File: src/rtl/iir_cascade_engine.sv
`default_nettype none
// ============================================================================
//  Module      : iir_cascade_engine
//  Description : Time-multiplexed cascade of NSEC biquad sections sharing a
//                single multiplier. One Q2.22 sample in, one filtered sample
//                out. Coefficients [b0 b1 b2 a1 a2] are fetched per section
//                from an external combinational ROM via coeff_addr.
//  Ports       : clk, rst         - clock, synchronous active-high reset
//                in_valid/in_ready/in_data    - sample input handshake
//                out_valid/out_ready/out_data - filtered output handshake
//                coeff_addr/coeff - ROM address (registered) and ROM data
//                busy             - high while computing (MAC/RND)
//                sat_flag         - sticky, any section output saturated
//  Revision    : 1.0 - initial release
// ============================================================================
module iir_cascade_engine #(
    parameter int DW    = 24,
    parameter int CW    = 24,
    parameter int FRAC  = 22,
    parameter int NSEC  = 4,
    parameter int ACC_W = 52
) (
    input  logic          clk,
    input  logic          rst,
    input  logic          in_valid,
    output logic          in_ready,
    input  logic [DW-1:0] in_data,
    output logic          out_valid,
    input  logic          out_ready,
    output logic [DW-1:0] out_data,
    output logic [4:0]    coeff_addr,
    input  logic [CW-1:0] coeff,
    output logic          busy,
    output logic          sat_flag
);

    // Section index must be able to address node NSEC (the last output node).
    localparam int SEC_W  = $clog2(NSEC + 1);
    localparam int PROD_W = DW + CW;

    localparam logic signed [ACC_W-1:0] c_half    = {{(ACC_W-FRAC){1'b0}}, 1'b1, {(FRAC-1){1'b0}}};
    localparam logic signed [ACC_W-1:0] c_sat_max = {{(ACC_W-DW+1){1'b0}}, {(DW-1){1'b1}}};
    localparam logic signed [ACC_W-1:0] c_sat_min = {{(ACC_W-DW+1){1'b1}}, {(DW-1){1'b0}}};
    localparam logic [4:0]              c_last_addr = 5'(5 * NSEC - 1);

    typedef enum logic [1:0] {
        S_IDLE = 2'd0,
        S_MAC  = 2'd1,
        S_RND  = 2'd2,
        S_OUT  = 2'd3
    } state_t;

    state_t                   state_q, state_d;
    logic [SEC_W-1:0]         sec_q, sec_d;
    logic [2:0]               tap_q, tap_d;
    logic [4:0]               addr_q, addr_d;
    logic signed [ACC_W-1:0]  acc_q, acc_d;
    logic signed [DW-1:0]     cur_q, cur_d;
    logic signed [DW-1:0]     d1_q [NSEC+1];
    logic signed [DW-1:0]     d1_d [NSEC+1];
    logic signed [DW-1:0]     d2_q [NSEC+1];
    logic signed [DW-1:0]     d2_d [NSEC+1];
    logic [DW-1:0]            out_data_q, out_data_d;
    logic                     out_valid_q, out_valid_d;
    logic                     sat_q, sat_d;

    logic [SEC_W-1:0]         w_sec_nxt;
    logic [DW-1:0]            w_operand;
    logic [PROD_W-1:0]        w_coeff_ext;
    logic [PROD_W-1:0]        w_opnd_ext;
    logic [PROD_W-1:0]        w_prod;
    logic signed [ACC_W-1:0]  w_prod_ext;
    logic signed [ACC_W-1:0]  w_rnd_sum;
    logic signed [ACC_W-1:0]  w_rnd_shift;
    logic                     w_sat_hi;
    logic                     w_sat_lo;
    logic [DW-1:0]            w_sat_val;

    assign w_sec_nxt = sec_q + 1'b1;

    // Operand select: taps 0-2 use the section input history (node sec),
    // taps 3-4 use the section output history (node sec+1).
    always_comb begin
        w_operand = d2_q[w_sec_nxt];
        case (tap_q)
            3'd0:    w_operand = cur_q;
            3'd1:    w_operand = d1_q[sec_q];
            3'd2:    w_operand = d2_q[sec_q];
            3'd3:    w_operand = d1_q[w_sec_nxt];
            default: w_operand = d2_q[w_sec_nxt];
        endcase
    end

    // Both operands sign-extended to the full product width, so the low
    // PROD_W bits of the unsigned multiply are the exact signed product.
    assign w_coeff_ext = {{DW{coeff[CW-1]}}, coeff};
    assign w_opnd_ext  = {{CW{w_operand[DW-1]}}, w_operand};
    assign w_prod      = w_coeff_ext * w_opnd_ext;
    assign w_prod_ext  = {{(ACC_W-PROD_W){w_prod[PROD_W-1]}}, w_prod};

    // Round half up, then arithmetic shift back to sample scale.
    assign w_rnd_sum   = acc_q + c_half;
    assign w_rnd_shift = w_rnd_sum >>> FRAC;
    assign w_sat_hi    = (w_rnd_shift > c_sat_max);
    assign w_sat_lo    = (w_rnd_shift < c_sat_min);
    assign w_sat_val   = w_sat_hi ? c_sat_max[DW-1:0] :
                         w_sat_lo ? c_sat_min[DW-1:0] : w_rnd_shift[DW-1:0];

    always_comb begin
        state_d     = state_q;
        sec_d       = sec_q;
        tap_d       = tap_q;
        addr_d      = addr_q;
        acc_d       = acc_q;
        cur_d       = cur_q;
        d1_d        = d1_q;
        d2_d        = d2_q;
        out_data_d  = out_data_q;
        out_valid_d = out_valid_q;
        sat_d       = sat_q;

        case (state_q)
            S_IDLE: begin
                if (in_valid) begin
                    cur_d   = in_data;
                    acc_d   = '0;
                    sec_d   = '0;
                    tap_d   = '0;
                    addr_d  = '0;
                    state_d = S_MAC;
                end
            end
            S_MAC: begin
                acc_d  = (tap_q < 3'd3) ? acc_q + w_prod_ext : acc_q - w_prod_ext;
                // Wrap after the final tap so the address parks at 0 for OUT.
                addr_d = (addr_q == c_last_addr) ? 5'd0 : addr_q + 5'd1;
                if (tap_q == 3'd4) begin
                    tap_d   = '0;
                    state_d = S_RND;
                end else begin
                    tap_d = tap_q + 3'd1;
                end
            end
            S_RND: begin
                d2_d[sec_q] = d1_q[sec_q];
                d1_d[sec_q] = cur_q;
                cur_d       = w_sat_val;
                acc_d       = '0;
                if (w_sat_hi || w_sat_lo) begin
                    sat_d = 1'b1;
                end
                if (sec_q == SEC_W'(NSEC - 1)) begin
                    d2_d[NSEC]  = d1_q[NSEC];
                    d1_d[NSEC]  = w_sat_val;
                    out_data_d  = w_sat_val;
                    out_valid_d = 1'b1;
                    state_d     = S_OUT;
                end else begin
                    sec_d   = w_sec_nxt;
                    state_d = S_MAC;
                end
            end
            default: begin
                addr_d = '0;
                if (out_ready) begin
                    out_valid_d = 1'b0;
                    state_d     = S_IDLE;
                end
            end
        endcase
    end

    always_ff @(posedge clk) begin
        if (rst) begin
            state_q     <= S_IDLE;
            sec_q       <= '0;
            tap_q       <= '0;
            addr_q      <= '0;
            acc_q       <= '0;
            cur_q       <= '0;
            out_data_q  <= '0;
            out_valid_q <= 1'b0;
            sat_q       <= 1'b0;
            for (int k = 0; k <= NSEC; k++) begin
                d1_q[k] <= '0;
                d2_q[k] <= '0;
            end
        end else begin
            state_q     <= state_d;
            sec_q       <= sec_d;
            tap_q       <= tap_d;
            addr_q      <= addr_d;
            acc_q       <= acc_d;
            cur_q       <= cur_d;
            out_data_q  <= out_data_d;
            out_valid_q <= out_valid_d;
            sat_q       <= sat_d;
            d1_q        <= d1_d;
            d2_q        <= d2_d;
        end
    end

    assign in_ready   = (state_q == S_IDLE);
    assign busy       = (state_q == S_MAC) || (state_q == S_RND);
    assign out_valid  = out_valid_q;
    assign out_data   = out_data_q;
    assign coeff_addr = addr_q;
    assign sat_flag   = sat_q;

endmodule
`default_nettype wire

File: config.mk
export PLATFORM = sky130hd
export DESIGN_NAME = iir_cascade_engine
export DESIGN_NICKNAME = d
export VERILOG_FILES = /design/src/rtl/iir_cascade_engine.sv
export SDC_FILE = /design/constraint.sdc
export NUM_CORES = 2
export LEC_CHECK = 0
export ABC_AREA = 1
export CAP_MARGIN = 20
export CORE_UTILIZATION = 50
export CTS_BUF_LIST = sky130_fd_sc_hd__clkbuf_8
export CTS_CLUSTER_SIZE = 16
export DETAILED_ROUTE_END_ITERATION = 10
export PLACE_DENSITY = 0.66
export SLEW_MARGIN = 20
export SYNTH_ARGS = -nofsm -noshare
export SYNTH_HDL_FRONTEND = slang
export SYNTH_SLANG_ARGS = --single-unit
File: constraint.sdc
create_clock -name clk -period 28.8 [get_ports clk]
set_input_delay 8.64 -clock clk [delete_from_list [all_inputs] [get_ports clk]]
set_output_delay 8.64 -clock clk [all_outputs]
set_load 0.02 [all_outputs]
Word level (Yosys, flattened, before mapping)
Index checks and enable logic that the tools add are counted.

Flip-flop bits (word level): 355. Bits of input ports: 52. Output and inout port bits: 33. Logic and storage cells: 110.

Add/subtract/negate cells: 6. $mul: 1. $lt $le $gt $ge: 6. Eq/ne operators: 12. Muxes and demuxes: 42. Bitwise operators: 4. Reduce and logical (&&, ||, !) cells: 20.

Operators by type and width (number): $mux 24 (14); $bmux 24 s3 (4); $bwmux 120 (2); $pmux 52 s3 (1); $mux 52 (2); $pmux 24 s4 (1); $demux 24 s3 (1); $add 52x23->52 const B (1); $add 52x48->52 (1); $sub 52x48->52 (1); $mul 24x24->48 (1); $pmux 24 s2 (1); $gt 30x24->1 const B (1); $lt 30x24->1 const B (1); $pmux 5 s3 (1); $pmux 3 s2 (2); $reduce_and 2->1 (6); $mux 5 (2); $eq 3x2->1 const B (3); $mux 3 (3); $reduce_and 3->1 (3); $ge 4x4->1 const B (2); $mux 2 (4); $ne 2x2->1 const B (4); other kinds (22) (29).

Depth between registers and ports, before layout
Word-level depth: 10. Mapped depth: 63. Depth with buffers taken out: 61.

Worst setup path after synthesis
No wires, ideal clock.

Path type: input to register. From: input coeff[23]. To: register acc_q[51]. Library setup time: 132 ps. Data arrival time: 17068 ps. Data required time: 28668 ps. Setup slack: 11600 ps. Stages on the path: 40. Path buffers: 2. Cells stage by stage: clkbuf_1 inv_1 clkbuf_1 nor2_1 fa_1 fa_1 inv_1 fa_1 inv_1 fa_1 fa_1 fa_1 fa_1 ha_1 nand2_1 nor2_1 nand2_1 nor2_1 [... 4 more ...] inv_1 nor2_1 nand2_1 nor4_1 nand4_1 xor2_1 nand2_1 nand2_1 ha_1 a21o_1 a31oi_1 nor2_1 a2111oi_0 o2111ai_1 xor2_1 nand3_1 nand3_1 a21oi_1.

Longest elaborated chain between the ends: 4. Elaborated cells on any way between the ends: 5. Those cells by class: add/sub (2); mul (1); mux (2).

RTL lines: start: declaration (RTL line 32) `input logic [CW-1:0] coeff,`; $mul 24x24->48 (*) (RTL line 98) `assign w_prod = w_coeff_ext * w_opnd_ext;`; $sub 52x48->52 / $add 52x48->52 (equally long branches) (RTL line 134) `acc_d = (tap_q < 3'd3) ? acc_q + w_prod_ext : acc_q - w_prod_ext;`; $mux 52 (*) (RTL line 134); $pmux 52 s3 (*) (RTL line 122) `case (state_q)`; end signal: assignment (RTL line 179) `acc_q <= '0;`; end signal: assignment (RTL line 193) `acc_q <= acc_d;`; end: declaration (RTL line 57) `logic signed [ACC_W-1:0] acc_q, acc_d;`.

Every way passes the cells marked *; elsewhere a longest branch is shown, timed or not. A chain may end at the register's enable or synchronous reset.

Worst setup path in the final report
Ends and elaborated chain as after synthesis.

==> impl_results.md <==
- Status: finished clean
- Floorplan core area: 0.0888 mm²
- # IOs: 85
- Via count: 41,600
- TritonCTS Buffers: 58
- Port bufs: 84
- Post-CTS setup buffer count: 0
- Crit path time final: 19.23 ns
- Worst path max stage delay: 0.88 ns
- Ys flop type: dfxtp_1
- Number of global-route vias before repair: 40,100
- Cell variety after synth: 60
- H-tree level count: 2
- Hold endpoint: acc_q[14]
- Setup violations, final: 0
- Largest net degree at the start of global routing: 166
- Post-DP HPWL: 113 mm
- Critical path arrival: 19.76 ns
- Max Buffers Root-to-Sink: 3
- Initial Util: 50.8%
- Slew headroom: 21.8%
- FMAX: 0.0520 GHz
- Row Count: 109
- Synth Warn #: 0
- Final Routed Wirelength: 148 mm
- Fraction of registers with async set/reset: 0%
- Hold path cells: 2
- P&R area growth vs syn: 6.55%
- Min-delay src: acc_q[14]
- Hold Slack: 0.470 ns
- GP Congestion: 0.996
- Tightest Pin Transition: 1.17 ns
- Period utilisation layout: 66.8%
- Nets: 7,226
- Total track usage: 32.7%
- Maxcap violations: 0
- Clock latency on the worst-skew pair: 0.70 ns
- Slew Limit Fails: 0
- Antenna-violating nets left: 0
- Remaining Overflow, GRT: 0
- Most frequent cells in the layout: nand2_1 (1,259), inv_1 (1,254), nor2_1 (676)
- Number of synthesized flops with an enable pin: 0
- Worst setup EP type: flip-flop
- Most common cell after layout, fill and taps aside: nand2_1
- Crit Path Class: in -> reg
- Worst-path fanout max: 16
- Worst Setup Start Kind: input pin
- Syn_area_per_cell: 6.98 µm²
- CTS tree: built
- Routed vias/inst: 5.49
- Initial antenna violation count: 0
- Sinks on Clock Net: 355
- Initial DRC Count: 3,983
- Syn Nets: 7,319
- TritonRoute pass-1 iters: 6
- RR Endpoint: acc_q[51]
- Worst min path class: reg -> reg
- Post-synth design cell area: 0.0451 mm²
- Clock skew: 0.0283 ns
- CP max stage cell: clkdlybuf4s50_1
- Die Span Y: 302 µm
- Die X: 302 µm
- DRC Markers: 0
- Reg2Reg Depth: 48
- Endpoints failing hold: 0
- #FFs+latches synth: 355
- Cts repair resizes: 0
- Routed wire per std cell: 19.6 µm
- Reg2Reg Setup Slack: 14.69 ns
- Root Driver: clkbuf_8
- RR Startpoint: sec_q[0]
- CTS clk-pin slew, worst paths: 0.06 ns
- Register area share after synthesis: 15.8%
- First-pass GRT wire length: 232 mm
- Cts hold-fix bufs: 0
- Critical Path RT: 29.33 ns
- Unrepaired setup endpoints after global routing: no
- Gate Count Post-Synth: 6,459
- Die area: 0.0913 mm²
- Setup TNS: 0 ns
- Proportion of layout cells with a drive suffix above 1: 4.23%
- Filler cells: 8,814
==> layout make-up <==
class / instances / area, µm² / area share, %
Antenna cell: 2 / 5.00 / 0.0104
Clock buffer: 76 / 1050 / 2.18
Tap cell: 1165 / 1460 / 3.04
Clock inverter: 29 / 229 / 0.477
Multi-Input combinational cell: 4544 / 32100 / 66.8
Sequential cell: 355 / 7110 / 14.8
Timing Repair Buffer: 152 / 1360 / 2.84
Inverter: 1255 / 4720 / 9.83
==> critical path, delay by kind of cell <==
| family | cells | cell delay [ns] |
|---|---|---|
| adder cells (fa/ha/maj) | 9 | 4.65 |
| AND/OR/NAND/NOR | 18 | 2.85 |
| buffers and inverters | 5 | 2.06 |
| AO/OA/AOI/OAI | 5 | 1.14 |
| XOR/XNOR | 2 | 0.39 |
==> cell usage after synthesis, drive strengths merged (5+ instances only) <==
| cell type | instances | area [µm²] |
|---|---|---|
| nand2 | 1270 | 4800 |
| inv | 1251 | 4700 |
| nor2 | 689 | 2610 |
| a21oi | 656 | 3280 |
| o21ai | 615 | 3160 |
| fa | 609 | 12200 |
| dfxtp | 355 | 7110 |
| clkbuf | 240 | 901 |
| ha | 199 | 2490 |
| nand3 | 144 | 756 |
| buf | 65 | 303 |
| xor2 | 58 | 538 |
| nor3 | 43 | 252 |
| xnor2 | 39 | 357 |
| nand4 | 36 | 231 |
| a31oi | 35 | 219 |
| or2 | 31 | 194 |
| o2111ai | 22 | 193 |
| nand3b | 14 | 105 |
| nor4 | 12 | 96.3 |
| a21o | 11 | 82.6 |
| o211ai | 8 | 60.1 |
| o21a | 7 | 52.6 |
| o221ai | 7 | 61.3 |
| a211oi | 5 | 37.5 |
==> registers in the layout, indices dropped and copies added (netlist names) <==
| signal | count |
|---|---|
| cur_q | 24 |
| sec_q | 3 |
| tap_q | 3 |
| state_q | 2 |
| d2_q | 120 |
| sat_flag | 1 |
| acc_q | 52 |
| d1_q | 120 |
| out_data | 24 |
| coeff_addr | 5 |
| out_valid | 1 |
==> cells by family after synthesis <==
kind of cell,count (synthesis),synth area share [%]
xor gates and xnor gates,97,1.99
adders and majority gates,808,32.6
DFF,355,15.8
and+or+nand+nor,2251,20.3
buffers and inverters,1560,13.1
AOI/OAI and AO/OA,1388,16.3
==> metal layers <==
layer | track usage [%] | share of wire, % | routed length, µm
met1 | 47.8 | 45 | 66000
met2 | 50.3 | 44 | 65400
met3 | 4.90 | 8.4 | 12500
met4 | 9.22 | 2.9 | 4330
met5 | 0 | 0 | 0
==> stage by stage <==
step	std cells	utilization (%)	area, µm²	setup WS (ns)
3_5_place_dp	7471	52.6	46700	8.89
4_1_cts	7576	54.1	48000	9.59
2_1_floorplan	6459	-	45100	11.60
3_3_place_gp	7471	52.6	46700	8.85
6_report	7578	54.1	48000	9.57
5_1_grt	7576	54.1	48000	8.76
==> worst max path at each step <==
stage          startpoint         to  slack, ns  depth (start not counted)
6_report        coeff[23]  acc_q[51]       9.57                         39
5_1_grt         coeff[23]  acc_q[51]       8.76                         38
4_1_cts         coeff[23]  acc_q[51]       9.59                         39
3_5_place_dp    coeff[23]  acc_q[51]       8.89                         39
3_3_place_gp    coeff[23]  acc_q[51]       8.85                         39
2_1_floorplan   coeff[23]  acc_q[51]      11.60                         40
Power is left out: the tool's default activity adds up to more than one toggle a clock period on the data nets, which glitch-free logic cannot reach.
